==> src/rtl/regfile_param.sv <==
// regfile_param: parametrised datapath register file with HI/LO halves,
// a status register and a sequential spill engine for context save.
//
// Ports:
//   clk, rst                clock and synchronous active-high reset
//   rs_addr/rs_data         read port A (combinational, write-through bypass)
//   rt_addr/rt_data         read port B (combinational, write-through bypass)
//   wr_en/wr_addr/wr_data   write port; wr_data[DW] is the ALU carry-out
//   hilo_mode               00 hold, 01 HI+LO, 10 LO only, 11 HI only
//   flag_upd/sr             status load enable / status {Z,N,C,V} in bits 3:0
//   hi, lo                  half-word registers (zero-extended)
//   spill_*                 register stream to data RAM over valid/ready
//
// Spill FSM states:
//   state  | meaning
//   S_IDLE | waiting for spill_start
//   S_SEND | presenting beat idx, waiting for spill_ready
//   S_DONE | last beat accepted, spill_done pulse
module regfile_param #(
   parameter int DW   = 16,
   parameter int NREG = 8,
   parameter int AW   = 3
) (
   input  logic          clk,
   input  logic          rst,
   input  logic [AW-1:0] rs_addr,
   input  logic [AW-1:0] rt_addr,
   output logic [DW-1:0] rs_data,
   output logic [DW-1:0] rt_data,
   input  logic          wr_en,
   input  logic [AW-1:0] wr_addr,
   input  logic [DW:0]   wr_data,
   input  logic [1:0]    hilo_mode,
   input  logic          flag_upd,
   output logic [15:0]   sr,
   output logic [DW-1:0] hi,
   output logic [DW-1:0] lo,
   input  logic          spill_start,
   output logic          spill_busy,
   output logic          spill_valid,
   input  logic          spill_ready,
   output logic [AW-1:0] spill_addr,
   output logic [DW-1:0] spill_data,
   output logic          spill_done
);

   localparam int H = DW / 2;

   typedef enum logic [1:0] {
      S_IDLE,
      S_SEND,
      S_DONE
   } spill_state_t;

   logic [DW-1:0] r [NREG];

   spill_state_t  state_q, state_d;
   logic [AW-1:0] idx_q, idx_d;
   logic          spill_ld;
   logic [AW-1:0] spill_rd_addr;
   logic [DW-1:0] spill_rd_val;

   // Read ports: out-of-range addresses read 0, otherwise a same-cycle
   // write to the addressed register is forwarded.
   always_comb begin
      rs_data = '0;
      rt_data = '0;
      if (int'(rs_addr) < NREG)
         rs_data = (wr_en && wr_addr == rs_addr) ? wr_data[DW-1:0] : r[rs_addr];
      if (int'(rt_addr) < NREG)
         rt_data = (wr_en && wr_addr == rt_addr) ? wr_data[DW-1:0] : r[rt_addr];
   end

   // Register the engine will capture next: r[0] when starting, r[idx+1]
   // on a transfer. The bypass makes a same-edge write land in the beat.
   always_comb begin
      spill_rd_addr = (state_q == S_IDLE) ? '0 : idx_q + AW'(1);
      spill_rd_val  = '0;
      if (int'(spill_rd_addr) < NREG)
         spill_rd_val = (wr_en && wr_addr == spill_rd_addr) ? wr_data[DW-1:0]
                                                             : r[spill_rd_addr];
   end

   always_ff @(posedge clk) begin
      if (rst) begin
         for (int i = 0; i < NREG; i++) r[i] <= DW'(i);
      end else if (wr_en && int'(wr_addr) < NREG) begin
         r[wr_addr] <= wr_data[DW-1:0];
      end
   end

   always_ff @(posedge clk) begin
      if (rst) begin
         hi <= '0;
         lo <= '0;
         sr <= '0;
      end else begin
         if (hilo_mode == 2'b01 || hilo_mode == 2'b11)
            hi <= {{(DW-H){1'b0}}, wr_data[DW-1:H]};
         if (hilo_mode == 2'b01 || hilo_mode == 2'b10)
            lo <= {{(DW-H){1'b0}}, wr_data[H-1:0]};
         if (flag_upd)
            sr <= {12'b0, (rs_data == rt_data), (rt_data > rs_data),
                   wr_data[DW], wr_data[DW]};
      end
   end

   always_ff @(posedge clk) begin
      if (rst) begin
         state_q    <= S_IDLE;
         idx_q      <= '0;
         spill_data <= '0;
      end else begin
         state_q <= state_d;
         idx_q   <= idx_d;
         if (spill_ld) spill_data <= spill_rd_val;
      end
   end

   always_comb begin
      state_d     = state_q;
      idx_d       = idx_q;
      spill_ld    = 1'b0;
      spill_valid = 1'b0;
      spill_busy  = 1'b0;
      spill_done  = 1'b0;
      spill_addr  = '0;
      case (state_q)
         S_IDLE: begin
            if (spill_start) begin
               state_d  = S_SEND;
               idx_d    = '0;
               spill_ld = 1'b1;
            end
         end
         S_SEND: begin
            spill_valid = 1'b1;
            spill_busy  = 1'b1;
            spill_addr  = idx_q;
            if (spill_ready) begin
               if (int'(idx_q) == NREG - 1) begin
                  state_d = S_DONE;
               end else begin
                  idx_d    = idx_q + AW'(1);
                  spill_ld = 1'b1;
               end
            end
         end
         S_DONE: begin
            spill_busy = 1'b1;
            spill_done = 1'b1;
            state_d    = S_IDLE;
         end
         default: state_d = S_IDLE;
      endcase
   end

endmodule

==> config.mk <==
export PLATFORM = sky130hd
export DESIGN_NAME = regfile_param
export DESIGN_NICKNAME = d
export VERILOG_FILES = /design/src/rtl/regfile_param.sv
export SDC_FILE = /design/constraint.sdc
export NUM_CORES = 1
export LEC_CHECK = 0
export ABC_CLOCK_PERIOD_IN_PS = 3500
export CAP_MARGIN = 20
export CORE_ASPECT_RATIO = 0.9
export CORE_MARGIN = 3
export CORE_UTILIZATION = 50
export DETAILED_ROUTE_END_ITERATION = 6
export PLACE_DENSITY_LB_ADDON = 0.08
export RECOVER_POWER = 25
export SYNTH_ARGS = -nofsm -noshare
export SYNTH_HDL_FRONTEND = slang
export SYNTH_SLANG_ARGS = --single-unit
==> constraint.sdc <==
create_clock -name clk -period 3.5 [get_ports clk]
set_input_delay 0.525 -clock clk [delete_from_list [all_inputs] [get_ports clk]]
set_output_delay 0.525 -clock clk [all_outputs]
set_load 0.02 [all_outputs]
==> results by group <==
Detailed routing
  – Antenna Nets Post-Route: 0
  – 1st-iter DRT viols: 948
  – WL per Instance: 25.9 um
  – Drt first pass iters: 5
  – DRC Markers: 0
  – Via count: 8352
  – Vias per inst: around 6.3
  – Routed WL: between 30000 and 40000 um

Timing
  – Setup TNS: 0 ns
  – Rel. slew slack: 0.300
  – Final Hold Viols: 0
  – Final setup viols: 0
  – F_max: ~300 MHz
  – Post-layout minimum cycle time: ~3.3 ns
  – Period utilization: 0.937
  – Max-slew violation count: 0
  – Clock Skew: approximately 0.014 ns
  – RSZ-0062 raised after global routing: false
  – Measured slew at the worst slew-check pin: between 1 and 1.5 ns

Placed design
  – GP Congestion: 0.886
  – Post-DP HPWL: approximately 24000 um
  – Placed Cells: 1295
  – IO Port Bufs: about 110

Critical path
  – Crit Path Max Fanout: 22
  – CP arrival: about 2.8 ns
  – Startpoint types: input port
  – Kind of critical path: input port to output pin
  – Worst R2R Path Depth: 8
  – R2r endpoint: spill_data[6]
  – R2R Setup Slk: between 0.5 and 0.6 ns
  – Critical Path RT: 2.97 ns
  – CP endpoint kind: output pin
  – Worst reg2reg startpoint: idx_q[1]

Floorplan
  – Boundary Pins: between 100 and 150
  – Row count: 50
  – Die area: about 23000 sq um
  – Starting Density: 0.511
  – Height of the die: ~140 um
  – Die W: 160 um
  – Core area: approximately 21000 sq um

Clocking
  – Post-CTS resize count: 0
  – Clk sinks: about 170
  – Root Buffer Master: clkbuf_16
  – Post-CTS setup buffers: 0
  – Worst-path clk slew: around 0.080 ns
  – H-tree level count: 4
  – CTS Hold Bufs: 0
  – Clock buffer depth: 2
  – Clk Latency, worst-skew pair: about 0.45 ns
  – CTS tree: yes
  – TritonCTS Buffers: 17

Global route
  – Initial antenna violation count: 0
  – Pin count of the biggest net entering global routing: 55
  – Gr ovfl total: 0
  – Total Routing Usage GR: 0.300
  – Vias in the first global route: between 8000 and 9000
  – First-pass GRT wire length: slightly above 50000 um

Logic synthesis
  – Avg Cell Area, Syn: around 12 sq um
  – Synth cell types: between 50 and 60
  – Synth warn: 0
  – Largest cells by area after synthesis: edfxtp_1 36%, mux4_2 13%, dfxtp_1 7.5%
  – Number of synthesized flops with an enable pin: between 100 and 150
  – Synth Cell Area: 10700 sq um
  – Yosys top cell by area: edfxtp_1
  – Mapped Cells: 926
  – Top-count cell post-synth: edfxtp_1
  – Most instantiated cells after synthesis: 128 x edfxtp_1, 121 x and2_1, 71 x mux2i_1, 66 x nor2_1, 64 x mux4_2
  – Synth top area share: 0.360
  – Post-synthesis sequential area ratio: 0.435
  – Main synth FF type: edfxtp_1
  – Seq cells post-synth: ~170
  – Post-synth ARST share: 0

Layout
  – Filler cell count: about 1700
  – Final std cells w/o fill: 1327
  – Ant diodes: 0
  – Layout cells sized above 1: 0.168
  – Nets: roughly 1100
  – P&R area growth vs syn: 19.5%

Pwr
  – Peak supply drop: 295 uV
  – LEAKAGE: slightly below 5 nW
  – PwrDens: 447 nW/um^2

Job
  – MaxCap Viol Count: 0

Min path
  – Hold Startpoint: hi[0]
  – HP Class: flip-flop to flip-flop
  – Hold endpoint: hi[0]
  – Hold Crit Depth: 2

Outcome
  – Status: finished, final reports clean
[worst max path at each step]
stage / startpoint / to / slack, ns / cells after the start
6_report: rs_addr[1] / rs_data[15] / 0.22 / 8
5_1_grt: rs_addr[1] / rs_data[6] / 0.18 / 9
4_1_cts: rs_addr[1] / rs_data[4] / 0.27 / 8
3_5_place_dp: rt_addr[1] / sr[2] / 0.14 / 11
3_3_place_gp: rt_addr[1] / sr[2] / 0.22 / 11
2_1_floorplan: rt_addr[0] / sr[2] / 0.37 / 10
[cells in the final DEF, fill, tap and decap left out, drive strengths merged, types with 28 or more instances in the layout]
cell type,netlist,layout
a21oi,36,36
edfxtp,128,128
mux4,64,64
nor2,68,68
o21ai,36,36
conb,1,28
and2,121,121
a221oi,33,33
buf,60,64
inv,24,32
clkdlybuf4s50,0,66
mux2i,71,71
dlygate4sd3,0,39
dfxtp,40,40
[cell families (layout without fill, tap and decap cells)]
group           count (synthesis)  after routing  share of synthesized area
xor+xnor                        8              8                    0.00656
simple gates                  270            270                      0.141
mux                           136            136                      0.203
fa+ha+maj                      23             23                     0.0269
flops                         168            168                      0.435
compound gates                177            177                      0.121
other cells                     1             28                   0.000351
buf+inv                       143            231                     0.0668
[registers in the layout, summed over array words and instances (netlist names)]
register / flops
idx_q: 3
lo: 8
r: 128
sr: 3
state_q: 2
hi: 8
spill_data: 16
[cell type report]
cell class | instances | area, sq um | share of cell area
flip-flops and latches | 168 | 4650 | 0.364
well taps | 286 | 358 | 0.0280
clock inverters | 15 | 156 | 0.0123
inverters | 24 | 90.1 | 0.00706
multi-input cells | 642 | 5430 | 0.425
clock buffers | 17 | 425 | 0.0333
repair buffers | 175 | 1660 | 0.130
[power by group]
group	total [mW]	switching, mW	internal (mW)
Sequential	2.38	0.103	2.28
Combinational	1.44	0.801	0.639
Clock	1.88	0.927	0.954
[per-stage QoR]
stage	utilization	hold WS (ns)	setup WS [ns]	total power, mW	cell area (sq um)
3_3_place_gp	0.584	0.439	0.216	3.85	12200
6_report	0.611	0.449	0.221	5.71	12800
2_1_floorplan	-	0.458	0.367	3.28	10800
4_1_cts	0.612	0.454	0.271	5.71	12800
5_1_grt	0.611	0.479	0.175	5.90	12800
3_5_place_dp	0.584	0.444	0.144	3.86	12200
[critical path: stages]
cell	delay, ns
clkdlybuf4s50_1	0.51
buf_12	0.19
xnor2_1	0.13
nand4_1	0.20
buf_12	0.23
a21o_1	0.18
inv_1	0.13
clkdlybuf4s50_1	0.63
[layer usage]
metal  up-vias  part of all wire  global-route usage  routed length, um
met5         -                 0                   0                  0
met4         0             0.033               0.110               1120
met3        85             0.099              0.0636               3420
met2       534              0.45               0.468              15600
met1      4099              0.42               0.420              14300
li1       3634                 -                   -                  -
Note: power is estimated with default switching activity, not from simulation.
